==> src/rtl/mc_ctrl_pkg.sv <==
// Shared encodings for the multi-cycle RV32I sequencer:
// states, opcodes, ALU_Op codes and datapath select values.
package mc_ctrl_pkg;

  typedef enum logic [3:0] {
    S_IDLE,
    S_FETCH,
    S_DECODE,
    S_EXEC_R,
    S_EXEC_I,
    S_EXEC_LUI,
    S_MEM_ADDR,
    S_MEM_RD,
    S_MEM_WR,
    S_WB_ALU,
    S_WB_MEM,
    S_BRANCH,
    S_JAL,
    S_JALR,
    S_TRAP
  } state_t;

  localparam logic [6:0] OP_R      = 7'b0110011;
  localparam logic [6:0] OP_I      = 7'b0010011;
  localparam logic [6:0] OP_LUI    = 7'b0110111;
  localparam logic [6:0] OP_LOAD   = 7'b0000011;
  localparam logic [6:0] OP_STORE  = 7'b0100011;
  localparam logic [6:0] OP_BRANCH = 7'b1100011;
  localparam logic [6:0] OP_JAL    = 7'b1101111;
  localparam logic [6:0] OP_JALR   = 7'b1100111;

  localparam logic [2:0] ALU_R    = 3'b000;
  localparam logic [2:0] ALU_I    = 3'b001;
  localparam logic [2:0] ALU_LUI  = 3'b010;
  localparam logic [2:0] ALU_SW   = 3'b011;
  localparam logic [2:0] ALU_LW   = 3'b100;
  localparam logic [2:0] ALU_JALR = 3'b110;
  localparam logic [2:0] ALU_B    = 3'b111;

  localparam logic [1:0] PC_PLUS4 = 2'b00;
  localparam logic [1:0] PC_REL   = 2'b01;
  localparam logic [1:0] PC_ALU   = 2'b10;

  localparam logic [1:0] WB_SEL_ALU = 2'b00;
  localparam logic [1:0] WB_SEL_MEM = 2'b01;
  localparam logic [1:0] WB_SEL_PC4 = 2'b10;

  localparam logic IOD_PC  = 1'b0;
  localparam logic IOD_ALU = 1'b1;

  function automatic logic is_mem_state(input state_t s);
    return (s == S_FETCH) || (s == S_MEM_RD) || (s == S_MEM_WR);
  endfunction

endpackage

==> src/rtl/mem_wait_timer.sv <==
// Per-transfer wait counter; expires after TIMEOUT_CYCLES
// idle cycles so the sequencer can trap on a dead bus.
module mem_wait_timer #(
  parameter int TIMEOUT_CYCLES = 255
) (
  input  logic clk,
  input  logic rst_n,
  input  logic i_clr,
  input  logic i_en,
  output logic o_expired
);

  localparam logic [7:0] LP_LIMIT = 8'(TIMEOUT_CYCLES);

  logic [7:0] r_cnt;

  assign o_expired = (r_cnt == LP_LIMIT);

  always_ff @(posedge clk or negedge rst_n) begin
    if (!rst_n) begin
      r_cnt <= '0;
    end else if (i_clr) begin
      r_cnt <= '0;
    end else if (i_en && !o_expired) begin
      r_cnt <= r_cnt + 8'd1;
    end
  end

endmodule

==> src/rtl/multicycle_control_unit.sv <==
// Moore sequencer for the multi-cycle RV32I core: steps each
// instruction through fetch/decode/execute/memory/write-back.
module multicycle_control_unit
  import mc_ctrl_pkg::*;
#(
  parameter int TIMEOUT_CYCLES = 255
) (
  input  logic       clk,
  input  logic       reset,
  input  logic       run_i,
  input  logic [6:0] opcode_i,
  input  logic       branch_taken_i,
  input  logic       mem_ready_i,
  output logic       mem_req_o,
  output logic       mem_we_o,
  output logic       i_or_d_o,
  output logic       ir_write_o,
  output logic       pc_write_o,
  output logic [1:0] pc_src_o,
  output logic       reg_write_o,
  output logic [1:0] wb_sel_o,
  output logic       alu_src_b_o,
  output logic [2:0] alu_op_o,
  output logic       instr_done_o,
  output logic       illegal_o,
  output logic       bus_err_o
);

  state_t r_state;
  state_t w_next;
  state_t w_after;
  logic   r_illegal;
  logic   r_bus_err;
  logic   w_set_ill;
  logic   w_set_be;
  logic   w_expired;
  logic   w_store;

  assign w_after = run_i ? S_FETCH : S_IDLE;
  assign w_store = (opcode_i == OP_STORE);

  // counter restarts whenever the FSM changes state
  mem_wait_timer #(
    .TIMEOUT_CYCLES(TIMEOUT_CYCLES)
  ) u_timer (
    .clk      (clk),
    .rst_n    (reset),
    .i_clr    (w_next != r_state),
    .i_en     (is_mem_state(r_state) && !mem_ready_i),
    .o_expired(w_expired)
  );

  always_ff @(posedge clk or negedge reset) begin
    if (!reset) begin
      r_state   <= S_IDLE;
      r_illegal <= 1'b0;
      r_bus_err <= 1'b0;
    end else begin
      r_state <= w_next;
      if (w_set_ill) r_illegal <= 1'b1;
      if (w_set_be)  r_bus_err <= 1'b1;
    end
  end

  always_comb begin
    w_next    = r_state;
    w_set_ill = 1'b0;
    w_set_be  = 1'b0;
    unique case (r_state)
      S_IDLE:     if (run_i) w_next = S_FETCH;
      S_FETCH: begin
        if (mem_ready_i) begin
          w_next = S_DECODE;
        end else if (w_expired) begin
          w_next   = S_TRAP;
          w_set_be = 1'b1;
        end
      end
      S_DECODE: begin
        unique case (1'b1)
          (opcode_i == OP_R):      w_next = S_EXEC_R;
          (opcode_i == OP_I):      w_next = S_EXEC_I;
          (opcode_i == OP_LUI):    w_next = S_EXEC_LUI;
          (opcode_i == OP_LOAD):   w_next = S_MEM_ADDR;
          (opcode_i == OP_STORE):  w_next = S_MEM_ADDR;
          (opcode_i == OP_BRANCH): w_next = S_BRANCH;
          (opcode_i == OP_JAL):    w_next = S_JAL;
          (opcode_i == OP_JALR):   w_next = S_JALR;
          default: begin
            w_next    = S_TRAP;
            w_set_ill = 1'b1;
          end
        endcase
      end
      S_EXEC_R,
      S_EXEC_I,
      S_EXEC_LUI: w_next = S_WB_ALU;
      S_MEM_ADDR: w_next = w_store ? S_MEM_WR : S_MEM_RD;
      S_MEM_RD,
      S_MEM_WR: begin
        if (mem_ready_i) begin
          w_next = (r_state == S_MEM_RD) ? S_WB_MEM : w_after;
        end else if (w_expired) begin
          w_next   = S_TRAP;
          w_set_be = 1'b1;
        end
      end
      S_WB_ALU,
      S_WB_MEM,
      S_BRANCH,
      S_JAL,
      S_JALR:     w_next = w_after;
      S_TRAP:     w_next = S_TRAP;
      default:    w_next = S_IDLE;
    endcase
  end

  always_comb begin
    mem_req_o    = 1'b0;
    mem_we_o     = 1'b0;
    i_or_d_o     = IOD_PC;
    ir_write_o   = 1'b0;
    pc_write_o   = 1'b0;
    pc_src_o     = PC_PLUS4;
    reg_write_o  = 1'b0;
    wb_sel_o     = WB_SEL_ALU;
    alu_src_b_o  = 1'b0;
    alu_op_o     = ALU_R;
    instr_done_o = 1'b0;
    unique case (r_state)
      S_FETCH: begin
        mem_req_o  = 1'b1;
        ir_write_o = mem_ready_i;
        pc_write_o = mem_ready_i;
      end
      S_EXEC_I: begin
        alu_op_o    = ALU_I;
        alu_src_b_o = 1'b1;
      end
      S_EXEC_LUI: begin
        alu_op_o    = ALU_LUI;
        alu_src_b_o = 1'b1;
      end
      S_MEM_ADDR: begin
        alu_op_o    = w_store ? ALU_SW : ALU_LW;
        alu_src_b_o = 1'b1;
      end
      S_MEM_RD: begin
        mem_req_o = 1'b1;
        i_or_d_o  = IOD_ALU;
        alu_op_o  = ALU_LW;
      end
      S_MEM_WR: begin
        mem_req_o    = 1'b1;
        mem_we_o     = 1'b1;
        i_or_d_o     = IOD_ALU;
        alu_op_o     = ALU_SW;
        instr_done_o = mem_ready_i;
      end
      S_WB_ALU: begin
        reg_write_o  = 1'b1;
        instr_done_o = 1'b1;
      end
      S_WB_MEM: begin
        reg_write_o  = 1'b1;
        wb_sel_o     = WB_SEL_MEM;
        instr_done_o = 1'b1;
      end
      S_BRANCH: begin
        alu_op_o     = ALU_B;
        pc_write_o   = branch_taken_i;
        pc_src_o     = PC_REL;
        instr_done_o = 1'b1;
      end
      S_JAL: begin
        reg_write_o  = 1'b1;
        wb_sel_o     = WB_SEL_PC4;
        pc_write_o   = 1'b1;
        pc_src_o     = PC_REL;
        instr_done_o = 1'b1;
      end
      S_JALR: begin
        alu_op_o     = ALU_JALR;
        alu_src_b_o  = 1'b1;
        reg_write_o  = 1'b1;
        wb_sel_o     = WB_SEL_PC4;
        pc_write_o   = 1'b1;
        pc_src_o     = PC_ALU;
        instr_done_o = 1'b1;
      end
      default: ;
    endcase
  end

  assign illegal_o = r_illegal;
  assign bus_err_o = r_bus_err;

endmodule

==> config.mk <==
export PLATFORM = sky130hd
export DESIGN_NAME = multicycle_control_unit
export DESIGN_NICKNAME = d
export VERILOG_FILES = /design/src/rtl/mc_ctrl_pkg.sv /design/src/rtl/mem_wait_timer.sv /design/src/rtl/multicycle_control_unit.sv
export SDC_FILE = /design/constraint.sdc
export NUM_CORES = 1
export LEC_CHECK = 0
export BUFFER_PORTS_ARGS = -buffer_cell sky130_fd_sc_hd__buf_2
export CORE_UTILIZATION = 55
export DETAILED_ROUTE_END_ITERATION = 16
export PLACE_DENSITY = 0.8
export SYNTH_ARGS = -nofsm -noshare
export SYNTH_HDL_FRONTEND = slang
export SYNTH_SLANG_ARGS = --single-unit
export TNS_END_PERCENT = 10
==> constraint.sdc <==
create_clock -name clk -period 2.45 [get_ports clk]
set_clock_uncertainty 0.2 [all_clocks]
set_input_delay 0.245 -clock clk [delete_from_list [all_inputs] [get_ports clk]]
set_output_delay 0.245 -clock clk [all_outputs]
set_load 0.01 [all_outputs]
==> results of run 1 <==
worst max-delay path: cells and delay by family, from the launching register on:
family / cells / cell delay [ns]
AOI/OAI and AO/OA: 3 / 0.59
DFF: 1 / 0.48
and+or+nand+nor: 3 / 0.94
routing by layer:
layer  global-route usage  routed length, µm  vias to the layer above
li1                     -                  -                      712
met1                0.353               1520                      687
met2                0.451               1730                       43
met3               0.0287                183                        9
met4                0.110                 80                        0
met5                    0                  0                        -
power groups by stage:
stage               Clock [mW]  Sequential, mW  Combinational, mW
detailed placement           0           0.350               1.30
finish                   0.175           0.349               1.34
floorplan                    0           0.312              0.991
CTS                      0.175           0.345               1.31
global placement             0           0.348               1.26
global route             0.187           0.356               1.46
through the flow:
step                setup WS (ns)  power, mW
floorplan                   0.364       1.30
finish                      0.150       1.86
CTS                        0.0648       1.83
global route               0.0178       2.00
detailed placement         0.0964       1.65
global placement            0.185       1.61
worst max-delay path by stage:
| stage | start | to | slack [ns] |
|---|---|---|---|
| 2_1_floorplan | r_state[0] | u_timer.r_cnt[0] | 0.36 |
| 3_3_place_gp | r_state[1] | u_timer.r_cnt[3] | 0.19 |
| 3_5_place_dp | r_state[1] | u_timer.r_cnt[6] | 0.1 |
| 4_1_cts | r_state[1] | u_timer.r_cnt[6] | 0.06 |
| 5_1_grt | r_state[1] | u_timer.r_cnt[6] | 0.02 |
| 6_report | r_state[1] | u_timer.r_cnt[6] | 0.15 |
logic make-up (layout without fill, tap and decap cells):
family,count (synthesis),after routing
simple gates,88,88
compound gates,45,45
buf+inv,17,46
flops,14,14
xor+xnor,11,11
fa+ha+maj,2,2
mux,1,1
state kept, by name (all words and copies together), names as in the netlist:
name and cells:
u_timer.r_cnt 8, illegal_o 1, r_state 4, bus_err_o 1
final cells by class:
type	instances	area, µm²
clock buffer	4	36.3
fill	209	783
inverter	4	15.0
multi-input combinational	147	1010
sequential	14	352
tap	30	37.5
timing repair buffer	38	218
placed cells by master, fill, tap and decap left out, drive strengths merged, types with 2 or more instances in the layout:
cell	synthesis	routed
nor3	15	15
a211o	2	2
o21bai	2	2
or2	3	3
dfrtp	14	14
and4	2	2
and3	3	3
nor3b	2	2
a211oi	2	2
nor2b	8	8
a21oi	9	9
a31oi	2	2
o311ai	2	2
nand2	13	13
clkbuf	7	4
nand3b	3	3
inv	4	4
xnor2	6	6
nand4	3	3
and2	2	2
nor2	14	14
or3	2	2
nand2b	7	7
o21ai	12	12
xor2	5	5
buf	6	37
nand3	7	7
o22ai	3	3
o31a	2	2
or4	2	2
what timing repair did:
item,in CTS,in global routing
setup endpoints to repair,0,8
hold buffers,1,0
hold endpoints to repair,14,0
gates resized for setup,0,3
==> key figures, run 1 <==
Setup path
  • Startpoint types: flip-flop
  • Worst EP arrival: 2.31 ns
  • Slowest cell on the critical path: or4_4
  • RR Startpoint: r_state[1]
  • Crit-path cells: or4_4 -> o32ai_4 -> nand2_4 -> o311ai_4 -> o2111ai_4 -> nor3_1
  • Worst reg2reg path depth: 6
  • Crit-path max FO: 8
  • Worst setup path class: flip-flop to flip-flop
  • Worst setup EP type: flip-flop
  • Delay of the slowest critical-path stage: 0.55 ns
  • Internal reg-to-reg setup slack: 0.15 ns
  • Worst reg2reg endpoint: u_timer.r_cnt[6]
  • Worst EP required: 2.46 ns

Final layout
  • Final core utilization: 0.681
  • P&R area growth vs syn: 17.1%
  • Final #Nets: 221
  • Share of cells above drive strength 1: 0.280
  • Final Cell Area: 1670 µm²
  • Non-Filler Instances: 237
  • Diode count: 0

Synth
  • Mapped cell area: 1430 µm²
  • Mapped Avg Cell Area: 8.02 µm²
  • Cell count after synthesis: 178
  • Post-synthesis mux area share: 0.00701
  • Synthesized flop and latch total: 14
  • Commonest cells post-synth: nor3_1, dfrtp_1, nor2_1
  • Synth top area cells: dfrtp_1, nor3_1, o21ai_0
  • Register area share after synthesis: 0.245
  • Post-synthesis compound-gate area fraction: 0.251
  • Leading area contributor after synthesis: dfrtp_1
  • Most common cell in the synthesized netlist: nor3_1
  • Adder-cell share of the synthesized area: 0.0158
  • Combinational family with the most area after synthesis: simple AND/OR/NAND/NOR gates
  • Xor-xnor portion of the synthesized cell area: 0.0727
  • Yosys cell types: 53
  • Synth Area in Simple Gates: 0.358
  • Post-synth top area share: 0.245
  • Most frequently used flop master after synthesis: dfrtp_1
  • Mapped Nets: 191
  • Synthesis Warnings: 0
  • Asr flop ratio synth: 1.00
  • Number of flops mapped to enable cells by yosys: 0

Hold path
  • Worst Hold Depth: 3
  • Hold_sp: opcode_i[2]
  • Worst min path class: input pin to flip-flop
  • WHS Endpoint: illegal_o

STA
  • Worst slew pin tran: 0.522 ns
  • Fmax: 435 MHz
  • Slew Limit Fails: 0
  • Setup Viol. Count Final: 0
  • Hold WS: 0.113 ns
  • Min Tclk post-route: 2.30 ns
  • Max_slew headroom: 0.650
  • Tcrit/Tclk final: 0.939
  • RSZ-0062 raised after global routing: no
  • Final Hold Viols: 0
  • Setup TNS Final: 0 ns

Global route
  • Largest net degree at the start of global routing: 23
  • First-pass GRT wire length: 5430 µm
  • Initial antenna violation count: 0
  • GRT Util Overall: 0.271
  • Gr ovfl total: 0
  • Vias in the first global route: 1219

Power
  • Lkg Pwr: 0.732 nW
  • Share of power burned in combinational logic: 0.718
  • Clock power frac: 0.094
  • Sequential share of power: 0.188
  • Internal Power: 0.914 mW
  • PD cells: 1110 nW/µm²
  • Net Sw Frac: 0.509
  • IR drop worst, VDD: 0.810 mV
  • Switching power: 0.946 mW

Placed design
  • Port Buf Inserts: 28
  • Area of placed instances: 1620 µm²
  • Placed cells: 232
  • Gpl congestion: 0.984
  • Dpl hpwl: 2650 µm

Die
  • Chip height: 52.9 µm
  • CORE AREA: 2450 µm²
  • # rows: 18
  • I/O pin cnt: 29
  • Initial core utilization: 0.582
  • Die area: 2800 µm²
  • Die width: 52.9 µm

Clock tree
  • Sink Count: 14
  • CTS H-tree depth: 1
  • Worst-case clock buffer depth: 2
  • Clk_lat worst skew: 0.29 ns
  • Register clock-pin slew on the reported worst setup and hold paths: 0.09 ns
  • TritonCTS clock tree: done
  • Post-CTS Setup Bufs: 0
  • Clock Tree Root: clkbuf_4
  • Num CTS Buffers: 3

Route
  • Initial DRT Pass Iterations: 4
  • DRC: 0
  • Initial DRC count: 43
  • Via count: 1451
  • Final WL: 3510 µm
  • WL/cell: 14.8 µm
  • Vias per inst: 6.12
  • Antenna Violating Nets Remaining: 0

Job
  • Max_cap viols: 0

Run status
  • Status: completed
Power figures use the tool's default switching activity.
==> inputs of run 2 (changes only) <==
CORE_UTILIZATION = 59   (was 55)
PLACE_DENSITY = 0.85   (was 0.8)
clock period = 2.7 ns   (was 2.45 ns; I/O delays follow)
==> run 2 against run 1 <==
Compared with the run above: clock power shrank 12%; critical endpoint is now u_timer.r_cnt[2]; final area shrank 2.1%; largest power group unchanged; flip-flop and latch count is the same; hold slack gained 0.037 ns; cell count shrank 2.1%; highest routed layer unchanged; die area shrank 6.5%; first-iteration DRC count grew 2.3%.
==> key figures, run 2 (synthesized netlist as in run 1, its figures left out) <==
Route
  • Antenna Violating Nets Remaining: 0 (unchanged)
  • Vias per inst: 6.29 (was 6.12)
  • WL/cell: 15.2 µm (was 14.8 µm)
  • Initial DRT Pass Iterations: 4 (unchanged)
  • Via count: 1459 (was 1451)
  • Initial DRC count: 44 (was 43)
  • DRC: 0 (unchanged)
  • Final WL: 3520 µm (was 3510 µm)

Power
  • Clock power frac: 0.093 (was 0.094)
  • Share of power burned in combinational logic: 0.693 (was 0.718)
  • IR drop worst, VDD: 0.610 mV (was 0.810 mV)
  • Lkg Pwr: 0.717 nW (was 0.732 nW)
  • Switching power: 0.847 mW (was 0.946 mW)
  • Net Sw Frac: 0.512 (was 0.509)
  • PD cells: 1010 nW/µm² (was 1110 nW/µm²)
  • Sequential share of power: 0.213 (was 0.188)
  • Internal Power: 0.806 mW (was 0.914 mW)

STA
  • Max_slew headroom: 0.636 (was 0.650)
  • Min Tclk post-route: 2.47 ns (was 2.30 ns)
  • Fmax: 404 MHz (was 435 MHz)
  • Worst slew pin tran: 0.540 ns (was 0.522 ns)
  • Slew Limit Fails: 0 (unchanged)
  • RSZ-0062 raised after global routing: no (unchanged)
  • Tcrit/Tclk final: 0.917 (was 0.939)
  • Final Hold Viols: 0 (unchanged)
  • Setup TNS Final: 0 ns (unchanged)
  • Setup Viol. Count Final: 0 (unchanged)

Clock tree
  • Sink Count: 14 (unchanged)
  • TritonCTS clock tree: done (unchanged)
  • Clock Tree Root: clkbuf_4 (unchanged)
  • Worst-case clock buffer depth: 2 (unchanged)
  • # resized after CTS: 0 (unchanged)
  • Clk_lat worst skew: 0.29 ns (about the same)
  • Post-CTS Setup Bufs: 0 (unchanged)
  • Register clock-pin slew on the reported worst setup and hold paths: 0.08 ns (was 0.09 ns)
  • Num CTS Buffers: 3 (unchanged)
  • CTS H-tree depth: 1 (unchanged)
  • Hold bufs inserted after CTS: 1 (unchanged)

Setup path
  • Worst EP required: 2.70 ns (was 2.46 ns)
  • Slowest cell on the critical path: or4_4 (unchanged)
  • Startpoint types: flip-flop (unchanged)
  • Worst setup EP type: flip-flop (unchanged)
  • Worst EP arrival: 2.47 ns (was 2.31 ns)
  • Crit-path cells: or4_4 -> o32ai_4 -> nand2_4 -> o311ai_4 -> o2111ai_4 -> nor3_1 (unchanged)
  • Delay of the slowest critical-path stage: 0.60 ns (was 0.55 ns)
  • Crit-path max FO: 13 (was 8)
  • Worst setup path class: flip-flop to flip-flop (unchanged)

Global route
  • Largest net degree at the start of global routing: 20 (was 23)
  • First-pass GRT wire length: 5840 µm (was 5430 µm)
  • Gr ovfl total: 0 (unchanged)
  • GRT Util Overall: 0.299 (was 0.271)
  • Vias in the first global route: 1288 (was 1219)
  • Initial antenna violation count: 0 (unchanged)

Final layout
  • Leading cell type in the layout, fill and taps excluded: buf_2 (unchanged)
  • Top reg by flops: u_timer.r_cnt (unchanged)
  • Max FFs per register: 8 (unchanged)
  • Area taken by multi-input logic gates: 1000 µm² (was 1010 µm²)
  • Share of cells above drive strength 1: 0.255 (was 0.280)
  • Final #Nets: 218 (was 221)
  • Sequential Area: 350 µm² (was 352 µm²)
  • Final core utilization: 0.726 (was 0.681)
  • Largest regs: u_timer.r_cnt x8, r_state x4 (unchanged)
  • Diode count: 0 (unchanged)
  • Fillers: 186 (was 209)
  • Most frequent cells in the layout: buf_2, nor3_1, nor2_1, dfrtp_1 (was buf_2, nor3_1, nor2_1)
  • P&R area growth vs syn: 14.6% (was 17.1%)

Die
  • Die width: 51.2 µm (was 52.9 µm)
  • Chip height: 51.2 µm (was 52.9 µm)
  • Die area: 2620 µm² (was 2800 µm²)
  • Initial core utilization: 0.633 (was 0.582)
  • CORE AREA: 2250 µm² (was 2450 µm²)
  • I/O pin cnt: 29 (unchanged)
  • # rows: 17 (was 18)

Placed design
  • Port Buf Inserts: 28 (unchanged)
  • Dpl hpwl: 2650 µm (unchanged)
  • Gpl congestion: 0.858 (was 0.984)

Job
  • Max_cap viols: 0 (unchanged)

Hold path
  • Worst min path class: input pin to flip-flop (unchanged)

Run status
  • Status: completed (unchanged)
==> run 2: cell types whose count changed in the layout (fill, tap and decap cells not counted), sizes merged <==
| cell | previous run | this run |
|---|---|---|
| buf | 37 | 34 |
==> run 2: critical path, delay by kind of cell, from the launching register on <==
family	cells	cell delay, ns
simple gates	3	1.03
compound gates	3	0.62
flops	1	0.55
==> run 2: area by class of cell <==
| type | count | area share |
|---|---|---|
| sequential | 14 | 0.214 |
| tap | 28 | 0.0214 |
| multi-input combinational | 147 | 0.614 |
| clock buffer | 4 | 0.0222 |
| timing repair buffer | 35 | 0.119 |
| inverter | 4 | 0.00917 |
==> run 2: final timing paths <==
check	start	endpoint	slack, ns	cells after the start
max	r_state[1]	u_timer.r_cnt[2]	0.23	6
min in group asynchronous	reset	u_timer.r_cnt[3]	0.19	2
max in group asynchronous	reset	illegal_o	1.87	2
max reg2reg	r_state[1]	u_timer.r_cnt[2]	0.23	6
min reg2reg	illegal_o	illegal_o	0.27	1
min	opcode_i[2]	illegal_o	0.15	3
==> run 2: per-layer routing <==
layer	up-vias	GRT usage	share of wire	wire length [µm]
met4	0	0.139	0.029	102
met1	688	0.400	0.43	1520
met5	-	0	0	0
met2	52	0.487	0.49	1720
met3	11	0.0238	0.050	175
li1	708	-	-	-
==> run 2: through the flow <==
stage / worst slack [ns] / total power [mW] / cell area [µm²] / cells / hold slack [ns]
CTS: 0.213 / 1.65 / 1640 / 232 / 0.152
global placement: 0.350 / 1.45 / 1590 / 227 / -0.0285
floorplan: 0.614 / 1.18 / 1430 / 178 / -0.226
finish: 0.225 / 1.65 / 1640 / 232 / 0.150
detailed placement: 0.251 / 1.49 / 1590 / 227 / -0.0207
global route: 0.0575 / 1.79 / 1640 / 232 / 0.178
==> run 2: power groups by stage <==
stage          sequential (mW)  clock [mW]  combinational, mW
4_1_cts                  0.352       0.156               1.14
3_5_place_dp             0.356           0               1.13
5_1_grt                  0.365       0.160               1.27
6_report                 0.353       0.154               1.15
3_3_place_gp             0.351           0               1.10
2_1_floorplan            0.283           0              0.899
==> inputs of run 3 (changes only) <==
ABC_AREA = 1   (was default)
CAP_MARGIN = 10   (was default)
CORE_UTILIZATION = 58   (was 59)
PLACE_DENSITY = 0.84   (was 0.85)
==> run 3 against run 2 <==
Compared with the run above: flip-flop and latch count stayed put; fmax rose by 15%; non-clock buffer count down 6; die area shrank 4.9%; clock-buffer cell count did not move; routed wire length fell by 14%; critical path depth up 4.
==> key figures, run 3 <==
Run status
  • Status: completed (unchanged)

Die
  • I/O pin cnt: 29 (unchanged)
  • Initial core utilization: 0.646 (was 0.633)
  • CORE AREA: 2060 µm² (was 2250 µm²)
  • Die area: 2490 µm² (was 2620 µm²)
  • Die width: 49.9 µm (was 51.2 µm)
  • # rows: 16 (was 17)
  • Chip height: 49.9 µm (was 51.2 µm)

Synth
  • Synthesized flop and latch total: 14 (unchanged)
  • Mapped Avg Cell Area: 6.56 µm² (was 8.02 µm²)
  • Synth top area cells: dfrtp_1, nand2_1, nor2_2 (was dfrtp_1, nor3_1, o21ai_0)
  • Mapped cell area: 1330 µm² (was 1430 µm²)
  • Mapped Nets: 216 (was 191)
  • Commonest cells post-synth: nand2_1, inv_1, nor2_1 (was nor3_1, dfrtp_1, nor2_1)
  • Yosys cell types: 24 (was 53)
  • Synthesis Warnings: 0 (unchanged)
  • Post-synth top area share: 0.263 (was 0.245)
  • Most common cell in the synthesized netlist: nand2_1 (was nor3_1)
  • Cell count after synthesis: 203 (was 178)
  • Leading area contributor after synthesis: dfrtp_1 (unchanged)
  • Asr flop ratio synth: 1.00 (unchanged)
  • Most frequently used flop master after synthesis: dfrtp_1 (unchanged)
  • Register area share after synthesis: 0.263 (was 0.245)
  • Number of flops mapped to enable cells by yosys: 0 (unchanged)

Final layout
  • Non-Filler Instances: 263 (was 232)
  • Final core utilization: 0.752 (was 0.726)
  • Leading cell type in the layout, fill and taps excluded: nand2_1 (was buf_2)
  • Most frequent cells in the layout: nand2_1, buf_2, inv_1 (was buf_2, nor3_1, nor2_1, dfrtp_1)
  • P&R area growth vs syn: 16.5% (was 14.6%)
  • Max FFs per register: 8 (unchanged)
  • Largest regs: u_timer.r_cnt x8, r_state x4 (unchanged)
  • Top reg by flops: u_timer.r_cnt (unchanged)
  • Diode count: 0 (unchanged)
  • Final Cell Area: 1550 µm² (was 1640 µm²)
  • Share of cells above drive strength 1: 0.326 (was 0.255)
  • Final #Nets: 250 (was 218)

Global route
  • Largest net degree at the start of global routing: 15 (was 20)
  • Gr ovfl total: 0 (unchanged)
  • First-pass GRT wire length: 5220 µm (was 5840 µm)
  • Vias in the first global route: 1274 (was 1288)
  • Initial antenna violation count: 0 (unchanged)
  • GRT Util Overall: 0.266 (was 0.299)

Route
  • WL/cell: 11.5 µm (was 15.2 µm)
  • Vias per inst: 5.25 (was 6.29)
  • Final WL: 3030 µm (was 3520 µm)
  • Initial DRT Pass Iterations: 4 (unchanged)
  • DRC: 0 (unchanged)
  • Via count: 1381 (was 1459)
  • Antenna Violating Nets Remaining: 0 (unchanged)
  • Initial DRC count: 47 (was 44)

STA
  • Setup Viol. Count Final: 0 (unchanged)
  • Max_slew headroom: 0.798 (was 0.636)
  • Fmax: 464 MHz (was 404 MHz)
  • RSZ-0062 raised after global routing: no (unchanged)
  • Setup TNS Final: 0 ns (unchanged)
  • Worst slew pin tran: 0.302 ns (was 0.540 ns)
  • Slew Limit Fails: 0 (unchanged)
  • Final Hold Viols: 0 (unchanged)
  • Tcrit/Tclk final: 0.798 (was 0.917)
  • Min Tclk post-route: 2.15 ns (was 2.47 ns)

Placed design
  • Placed cells: 258 (was 227)
  • Dpl hpwl: 2460 µm (was 2650 µm)
  • Area of placed instances: 1510 µm² (was 1590 µm²)
  • Gpl congestion: 0.947 (was 0.858)
  • Port Buf Inserts: 28 (unchanged)

Setup path
  • Worst setup EP type: flip-flop (unchanged)
  • Worst setup path class: flip-flop to flip-flop (unchanged)
  • Internal reg-to-reg setup slack: 0.55 ns (was 0.23 ns)
  • Worst EP arrival: 2.12 ns (was 2.47 ns)
  • Crit-path max FO: 8 (was 13)
  • Worst EP required: 2.66 ns (was 2.70 ns)
  • Startpoint types: flip-flop (unchanged)

Power
  • PD cells: 879 nW/µm² (was 1010 nW/µm²)
  • Lkg Pwr: 0.833 nW (was 0.717 nW)
  • IR drop worst, VDD: 0.536 mV (was 0.610 mV)
  • Design Power: 1.36 mW (was 1.65 mW)

Clock tree
  • Clk_lat worst skew: 0.27 ns (was 0.29 ns)
  • Sink Count: 14 (unchanged)
  • Num CTS Buffers: 3 (unchanged)
  • CTS H-tree depth: 1 (unchanged)
  • Worst-case clock buffer depth: 2 (unchanged)
  • Post-CTS Setup Bufs: 0 (unchanged)
  • TritonCTS clock tree: done (unchanged)
  • Register clock-pin slew on the reported worst setup and hold paths: 0.09 ns (was 0.08 ns)
  • Clock Tree Root: clkbuf_4 (unchanged)

Job
  • Max_cap viols: 0 (unchanged)

Hold path
  • Worst min path class: input pin to flip-flop (unchanged)
run 3: changes by cell type after synthesis, moves of 9 or more:
| cell | before | now |
|---|---|---|
| nor2_2 | 0 | 16 |
| inv_1 | 4 | 22 |
| nand2_2 | 0 | 9 |
| nand2_1 | 12 | 56 |
| nand3_1 | 7 | 16 |
| inv_2 | 0 | 9 |
| nor3_1 | 15 | 2 |
run 3: cells by family (layout without fill, tap and decap cells):
| group | Yosys count | after routing | share of synthesized area |
|---|---|---|---|
| DFF | 14 | 14 | 0.263 |
| xor gates and xnor gates | 7 | 7 | 0.0461 |
| AOI/OAI and AO/OA | 15 | 15 | 0.0695 |
| buffers and inverters | 31 | 64 | 0.0874 |
| adders and majority gates | 1 | 1 | 0.00940 |
| and+or+nand+nor | 135 | 135 | 0.524 |
run 3: report_power, final:
group	total, mW	internal [mW]	switching, mW
Sequential	0.298	0.243	0.0551
Clock	0.148	0.0819	0.0663
Combinational	0.917	0.307	0.610
Total	1.36	0.632	0.732
run 3: critical path, cell delays in order (launching register included):
cell	delay, ns
dfrtp_1	0.40
ha_1	0.20
nand2_1	0.06
nor2_1	0.18
nand2_1	0.11
nor2_2	0.17
nand3_1	0.16
a31oi_1	0.26
nor2_4	0.07
nand3_4	0.16
nor2_2	0.05
run 3: worst paths after layout:
kind | from | cells after the start | end
min in group asynchronous | reset | 2 | r_state[0]
hold reg to reg | bus_err_o | 2 | bus_err_o
setup reg to reg | u_timer.r_cnt[0] | 10 | u_timer.r_cnt[0]
setup / recovery | u_timer.r_cnt[0] | 10 | u_timer.r_cnt[0]
max in group asynchronous | reset | 2 | illegal_o
hold / removal | run_i | 5 | r_state[0]
run 3: routing by layer:
layer,part of all wire,vias to the layer above,track usage
met2,0.49,42,0.459
met1,0.45,633,0.354
met3,0.055,2,0.0494
li1,-,704,-
met4,0.0026,0,0.0238
met5,0,-,0
run 3: what timing repair did:
item	in CTS	in global routing
hold endpoints to repair	14	0
gates resized for setup	0	0
hold buffers	1	0
run 3: area by class of cell:
cell class / count / area, µm²
Multi-Input combinational cell: 158 / 865
Fill cell: 170 / 510
Sequential cell: 14 / 350
Timing Repair Buffer: 29 / 150
Inverter: 31 / 116
Clock buffer: 4 / 36.3
Tap cell: 27 / 33.8
run 3: through the flow:
step / hold WS, ns / setup slack, ns
2_1_floorplan: -0.226 / 0.790
3_3_place_gp: -0.0245 / 0.687
3_5_place_dp: -0.0206 / 0.567
4_1_cts: 0.150 / 0.549
5_1_grt: 0.193 / 0.382
6_report: 0.153 / 0.545
